File: config.mk
export PLATFORM = sky130hd
export DESIGN_NAME = reg_pair_write_arbiter_flat
export DESIGN_NICKNAME = d
export VERILOG_FILES = /design/src/rtl/reg_pair_write_arbiter_pkg.sv /design/src/rtl/reg_pair_write_arbiter_if.sv /design/src/rtl/reg_pair_write_arbiter_rr_arbiter.sv /design/src/rtl/reg_pair_write_arbiter.sv /design/src/flat_wrapper.sv
export SDC_FILE = /design/constraint.sdc
export NUM_CORES = 1
export LEC_CHECK = 0
export CELL_PAD_IN_SITES_DETAIL_PLACEMENT = 2
export CELL_PAD_IN_SITES_GLOBAL_PLACEMENT = 2
export CORE_ASPECT_RATIO = 1.4
export CORE_MARGIN = 5
export CORE_UTILIZATION = 26
export CTS_BUF_LIST = sky130_fd_sc_hd__clkbuf_16
export DETAILED_ROUTE_END_ITERATION = 6
export PLACE_DENSITY = 0.83
export SLEW_MARGIN = 40
export SYNTH_ARGS = -nofsm -noshare
export SYNTH_HDL_FRONTEND = slang
export SYNTH_HIERARCHICAL = 1
export SYNTH_SLANG_ARGS = --single-unit
File: constraint.sdc
create_clock -name clk -period 2.6 [get_ports clk]
set_clock_uncertainty 0.2 [all_clocks]
set_input_delay 0.26 -clock clk [delete_from_list [all_inputs] [get_ports clk]]
set_output_delay 0.26 -clock clk [all_outputs]
set_load 0.05 [all_outputs]
File: src/rtl/reg_pair_write_arbiter_pkg.sv
// Shared types and constants for the register-pair write arbiter.
package reg_arb_pkg;

    // Clear sequence states; IDLE is the only state that accepts commands.
    typedef enum logic [1:0] {
        IDLE  = 2'd0,
        CLR_Q = 2'd1,
        CLR_R = 2'd2
    } state_e;

    // Target select encoding carried on req_sel.
    localparam logic SEL_Q = 1'b0;
    localparam logic SEL_R = 1'b1;

endpackage

File: src/rtl/reg_pair_write_arbiter_if.sv
// Command bus between the requesters and the register-pair arbiter.
interface reg_pair_write_arbiter_if #(
    parameter int WIDTH = 8,
    parameter int NREQ  = 2
);
    logic [NREQ-1:0]       req_valid;
    logic [NREQ-1:0]       req_ready;
    logic [NREQ-1:0]       req_sel;
    logic [NREQ-1:0]       req_clr;
    logic [NREQ*WIDTH-1:0] req_data;

    // Requester side drives commands and observes accept.
    modport master (
        output req_valid, req_sel, req_clr, req_data,
        input  req_ready
    );

    // Arbiter side observes commands and drives accept.
    modport slave (
        input  req_valid, req_sel, req_clr, req_data,
        output req_ready
    );
endinterface

File: src/rtl/reg_pair_write_arbiter_rr_arbiter.sv
// Combinational round-robin arbiter: searches upward from ptr+1 with wrap.
module rr_arbiter #(
    parameter int NREQ = 2
) (
    input  logic [NREQ-1:0]         req,
    input  logic [$clog2(NREQ)-1:0] ptr,
    output logic [NREQ-1:0]         gnt_oh,
    output logic [$clog2(NREQ)-1:0] gnt_idx
);
    localparam int IW = $clog2(NREQ);

    logic          found;
    logic [IW:0]   sum;
    logic [IW-1:0] cand;

    // Walk candidates ptr+1 .. ptr+NREQ (mod NREQ); first valid one wins.
    always_comb begin
        gnt_oh  = '0;
        gnt_idx = '0;
        found   = 1'b0;
        sum     = '0;
        cand    = '0;
        for (int off = 1; off <= NREQ; off++) begin
            sum = {1'b0, ptr} + (IW+1)'(off);
            if (sum >= (IW+1)'(NREQ)) begin
                sum = sum - (IW+1)'(NREQ);
            end
            cand = sum[IW-1:0];
            if (!found && req[cand]) begin
                found        = 1'b1;
                gnt_oh[cand] = 1'b1;
                gnt_idx      = cand;
            end
        end
    end
endmodule

File: src/rtl/reg_pair_write_arbiter.sv
// Round-robin arbiter owning the shared q/r register pair.
//
// state | meaning
// IDLE  | accepting commands; writes complete in one edge
// CLR_Q | clear accepted; q is zeroed on the next edge
// CLR_R | q zeroed; r is zeroed on the next edge, then back to IDLE
module reg_pair_write_arbiter
    import reg_arb_pkg::*;
#(
    parameter int WIDTH = 8,
    parameter int NREQ  = 2
) (
    input  logic                     clk,
    input  logic                     rst_n,
    reg_pair_write_arbiter_if.slave  bus,
    output logic [WIDTH-1:0]         q,
    output logic [WIDTH-1:0]         r,
    output logic                     busy,
    output logic                     wr_done,
    output logic [$clog2(NREQ)-1:0]  gnt_id
);
    localparam int IW = $clog2(NREQ);

    state_e            state_q, state_d;
    logic [IW-1:0]     ptr_q, ptr_d;
    logic [WIDTH-1:0]  q_val_q, q_val_d;
    logic [WIDTH-1:0]  r_val_q, r_val_d;
    logic              wr_done_q, wr_done_d;
    logic [IW-1:0]     gnt_id_q, gnt_id_d;

    logic [NREQ-1:0]   gnt_oh;
    logic [IW-1:0]     gnt_idx;
    logic [NREQ-1:0]   ready;
    logic              accept;
    logic [WIDTH-1:0]  data_arr [NREQ];
    logic [WIDTH-1:0]  win_data;
    logic              win_sel;
    logic              win_clr;

    rr_arbiter #(.NREQ(NREQ)) u_arb (
        .req     (bus.req_valid),
        .ptr     (ptr_q),
        .gnt_oh  (gnt_oh),
        .gnt_idx (gnt_idx)
    );

    for (genvar g = 0; g < NREQ; g++) begin : g_data
        assign data_arr[g] = bus.req_data[g*WIDTH +: WIDTH];
    end

    assign ready         = (state_q == IDLE) ? gnt_oh : '0;
    assign accept        = |(bus.req_valid & ready);
    assign win_data      = data_arr[gnt_idx];
    assign win_sel       = bus.req_sel[gnt_idx];
    assign win_clr       = bus.req_clr[gnt_idx];
    assign bus.req_ready = ready;

    // Next-state: accept in IDLE, then step the clear sequence q before r.
    always_comb begin
        state_d   = state_q;
        ptr_d     = ptr_q;
        q_val_d   = q_val_q;
        r_val_d   = r_val_q;
        wr_done_d = 1'b0;
        gnt_id_d  = gnt_id_q;
        unique case (state_q)
            IDLE: begin
                if (accept) begin
                    ptr_d    = gnt_idx;
                    gnt_id_d = gnt_idx;
                    if (win_clr) begin
                        state_d = CLR_Q;
                    end else begin
                        wr_done_d = 1'b1;
                        if (win_sel == SEL_R) r_val_d = win_data;
                        else                  q_val_d = win_data;
                    end
                end
            end
            CLR_Q: begin
                q_val_d = '0;
                state_d = CLR_R;
            end
            CLR_R: begin
                r_val_d   = '0;
                wr_done_d = 1'b1;
                state_d   = IDLE;
            end
            default: state_d = IDLE;
        endcase
    end

    // State and register-pair flops; pointer resets so requester 0 goes first.
    always_ff @(posedge clk or negedge rst_n) begin
        if (!rst_n) begin
            state_q   <= IDLE;
            ptr_q     <= IW'(NREQ - 1);
            q_val_q   <= '0;
            r_val_q   <= '0;
            wr_done_q <= 1'b0;
            gnt_id_q  <= '0;
        end else begin
            state_q   <= state_d;
            ptr_q     <= ptr_d;
            q_val_q   <= q_val_d;
            r_val_q   <= r_val_d;
            wr_done_q <= wr_done_d;
            gnt_id_q  <= gnt_id_d;
        end
    end

    assign q       = q_val_q;
    assign r       = r_val_q;
    assign busy    = (state_q == CLR_Q) || (state_q == CLR_R);
    assign wr_done = wr_done_q;
    assign gnt_id  = gnt_id_q;
endmodule

File: src/flat_wrapper.sv
// flat-port wrapper written by rule: the top's interface ports become plain ports
module reg_pair_write_arbiter_flat import reg_arb_pkg::*;
#(
    parameter int WIDTH = 8,
    parameter int NREQ  = 2
)
  (clk, rst_n, q, r, busy, wr_done, gnt_id, bus_req_valid, bus_req_sel, bus_req_clr, bus_req_data, bus_req_ready);
  reg_pair_write_arbiter_if #(.WIDTH(WIDTH), .NREQ(NREQ)) bus_i ();
  input  logic clk;
  input  logic rst_n;
  output logic [WIDTH-1:0] q;
  output logic [WIDTH-1:0] r;
  output logic busy;
  output logic wr_done;
  output logic [$clog2(NREQ)-1:0] gnt_id;
  input wire logic [$bits(bus_i.req_valid)-1:0] bus_req_valid;
  input wire logic [$bits(bus_i.req_sel)-1:0] bus_req_sel;
  input wire logic [$bits(bus_i.req_clr)-1:0] bus_req_clr;
  input wire logic [$bits(bus_i.req_data)-1:0] bus_req_data;
  output wire logic [$bits(bus_i.req_ready)-1:0] bus_req_ready;
  assign bus_i.req_valid = bus_req_valid;
  assign bus_i.req_sel = bus_req_sel;
  assign bus_i.req_clr = bus_req_clr;
  assign bus_i.req_data = bus_req_data;
  assign bus_req_ready = bus_i.req_ready;
  reg_pair_write_arbiter #(.WIDTH(WIDTH), .NREQ(NREQ)) u_core (.clk(clk), .rst_n(rst_n), .bus(bus_i), .q(q), .r(r), .busy(busy), .wr_done(wr_done), .gnt_id(gnt_id));
endmodule
==> metrics.md, run 1 <==
| Metric | Value |
|---|---|
| Mapped Nets | `~130` |
| DP HPWL | `3.14 mm` |
| Drt initial violations | `15` |
| Remaining DRCs | `0` |
| Worst-Margin Slew | `0.708 ns` |
| Register clock-pin slew on the reported worst setup and hold paths | `0.06 ns` |
| Count of pins over their slew limit | `0` |
| Delay-heaviest family, CP | `buffers and inverters` |
| Synthesized cell area | `1160 sq um` |
| CP arrival | `1.79 ns` |
| Slew HR | `a little over half` |
| Ports | `between 40 and 50` |
| H-tree depth | `1` |
| Register area share after synthesis | `~45%` |
| Die Ht | `between 80 and 90 um` |
| Fraction of layout cells with a size suffix above 1 | `about 15%` |
| Core Footprint | `roughly 4300 sq um` |
| Finished Layout Cells | `203` |
| Clock sink total | `21` |
| Post-synth EDFFs | `0` |
| Max Root-Sink Buffers | `2` |
| Most common cell after layout, fill and taps aside | `clkdlybuf4s50_1` |
| Met2 wire length | `2.12 mm` |
| Flop-to-flop setup slack | `0.36 ns` |
| Crit path cell chain | `inv_1 -> ha_1 -> clkdlybuf4s50_1` |
| Top_reg_cell synth | `dfrtp_1` |
| Final count of hold timing violations | `0` |
| Netlist cell types | `28` |
| Worst setup SP type | `flip-flop` |
| Critical Path Sink Type | `output port` |
| Setup TNS | `0 ns` |
| Layout Nets | `172` |
| Setup bufs post-CTS | `0` |
| Metal-1 WL | `1.49 mm` |
| P&R area growth vs syn | `48.6%` |
| Asr flop ratio synth | `100%` |
| CTS tree | `done` |
| First-pass GRT wire length | `6.25 mm` |
| Setup CP Type | `reg -> out` |
| Placed insts | `199` |
| Die Area | `around 6000 sq um` |
| IR drop worst, VDD | `approximately 390 uV` |
| Leak | `0.717 nW` |
| GR Util All Layers | `14.2%` |
| Worst Hold Class | `in -> async` |
| Hold_buf cts | `0` |
| Fmax achieved | `445 MHz` |
| Row count | `28` |
| Synth Area per Inst | `between 10 and 15 sq um` |
| #FFs+latches synth | `21` |
| Worst Path Required | `about 2.1 ns` |
| Setup violators final | `0` |
| MaxCap Viol Count | `0` |
| Fin util | `40.5%` |
| Total wire length | `3.93 mm` |
| Vias per cell | `4.86` |
| Period Utilization, post-route | `86.5%` |
| Slowest library cell on the worst path | `clkdlybuf4s50_1` |
| PD cells | `1320 nW/um^2` |
| Worst Path Buf+Inv | `2` |
| DR WL/cell | `19.3 um` |
| Highest metal used | `met4` |
| Warning count from the yosys run | `6` |
| ANT cells | `0` |
| Most frequent cells in the layout | `clkdlybuf4s50_1 (42), dfrtp_1 (20), o31ai_1 (14)` |
| TritonCTS buffer count | `3` |
| Critical Path Fanout Max | `3` |
| Clk Latency, worst-skew pair | `0.26 ns` |
| RSZ-0062 raised after global routing | `false` |
| # port buffers | `44` |
| Status | `completed` |
| Gpl congestion | `between 0.8 and 0.9` |
| Post-CTS Resized | `0` |
| Gate count after technology mapping | `99` |
| Die Wd | `66.5 um` |
| Effective utilization at floorplan | `27.2%` |
| CTS root buffer | `clkbuf_16` |
| Initial antenna violation count | `0` |
| Met3 WL | `264 um` |
| GRT overflow | `0` |
| Final Critical Period | `2.25 ns` |
| Number of global-route vias before repair | `1136` |
| ANT nets after route | `0` |
| Largest net degree at the start of global routing | `22` |
| First-pass DRT Iterations | `4` |
| Max incr delay on CP | `0.79 ns` |
| Via count | `987` |
-- layer usage --
layer,up-vias,GRT usage (%)
met5,-,0
met4,0,4.44
met3,5,3.27
met2,37,27.6
met1,485,14.8
li1,460,-
-- metrics by stage --
step / cell area, sq um / setup slack, ns / hold WS [ns] / power, W
6_report: 1730 / 0.352 / 0.152 / 0.00228
5_1_grt: 1730 / 0.240 / 0.206 / 0.00239
4_1_cts: 1730 / 0.326 / 0.164 / 0.00231
3_5_place_dp: 1650 / 0.162 / 0.304 / 0.00196
3_3_place_gp: 1650 / 0.333 / 0.285 / 0.00189
2_1_floorplan: 1160 / 0.637 / -0.236 / 0.00147
-- cell families after synthesis --
logic type,synth area share (%)
AO/OA/AOI/OAI,20.5
AND/OR/NAND/NOR,9.79
adder cells (fa/ha/maj),4.30
buffers and inverters,6.23
multiplexers,13.9
flip-flops,45.3
-- state kept, by name (all words and copies together) (netlist names) --
name	count
u_core/gnt_id	1
u_core/r	8
u_core/ptr_q	1
u_core/state_q	2
u_core/wr_done	1
u_core/q	8
-- Yosys cell counts, types with 2 or more instances --
library cell,n,area (sq um)
ha_1,4,50.1
nand3_1,9,45.0
and2_1,2,12.5
o211ai_1,8,60.1
dfrtp_1,20,500
a21boi_0,2,15.0
o31ai_1,14,105
inv_1,4,15.0
mux2_2,4,45.0
o31ai_2,2,25.0
mux2i_1,8,80.1
buf_6,3,33.8
clkbuf_1,3,11.3
nand2_1,2,7.51
-- power breakdown --
| group | switching [W] | internal (W) | total, W |
|---|---|---|---|
| Clock | 0.000131 | 0.000206 | 0.000336 |
| Combinational | 0.000905 | 0.000466 | 0.00137 |
| Sequential | 0.0000956 | 0.000477 | 0.000572 |
| Total | 0.00113 | 0.00115 | 0.00228 |
-- worst paths after layout --
check                                         startpoint                  endpoint  depth (start not counted)
min reg2reg                      u_core/q[3]$_DFFE_PN0P_   u_core/q[3]$_DFFE_PN0P_                          2
min                                                rst_n   u_core/r[2]$_DFFE_PN0P_                          2
min in group clk                 u_core/q[3]$_DFFE_PN0P_   u_core/q[3]$_DFFE_PN0P_                          2
max in group asynchronous                          rst_n  u_core/ptr_q$_DFFE_PN1P_                          2
max reg2reg                     u_core/ptr_q$_DFFE_PN1P_   u_core/r[1]$_DFFE_PN0P_                          6
max                        u_core/state_q[0]$_DFFE_PN0P_                      busy                          3
-- layout make-up --
type	count	area (sq um)
multi-input cells	65	564
well taps	60	75.1
repair buffers	48	465
flip-flops and latches	21	527
inverters	5	18.8
clock inverters	1	3.75
clock buffers	3	75.1
fillers	467	2540
Power figures use the tool's default switching activity.
==> run 2, diff against run 1 <==
--- a/config.mk
+++ b/config.mk
@@ -5,6 +5,7 @@
 export SDC_FILE = /design/constraint.sdc
 export NUM_CORES = 1
 export LEC_CHECK = 0
+export ABC_CLOCK_PERIOD_IN_PS = 2600
 export CELL_PAD_IN_SITES_DETAIL_PLACEMENT = 2
 export CELL_PAD_IN_SITES_GLOBAL_PLACEMENT = 2
 export CORE_ASPECT_RATIO = 1.4
==> results of run 2 <==
Same layout as run 1: the final DEF is identical, and so are final timing and power.
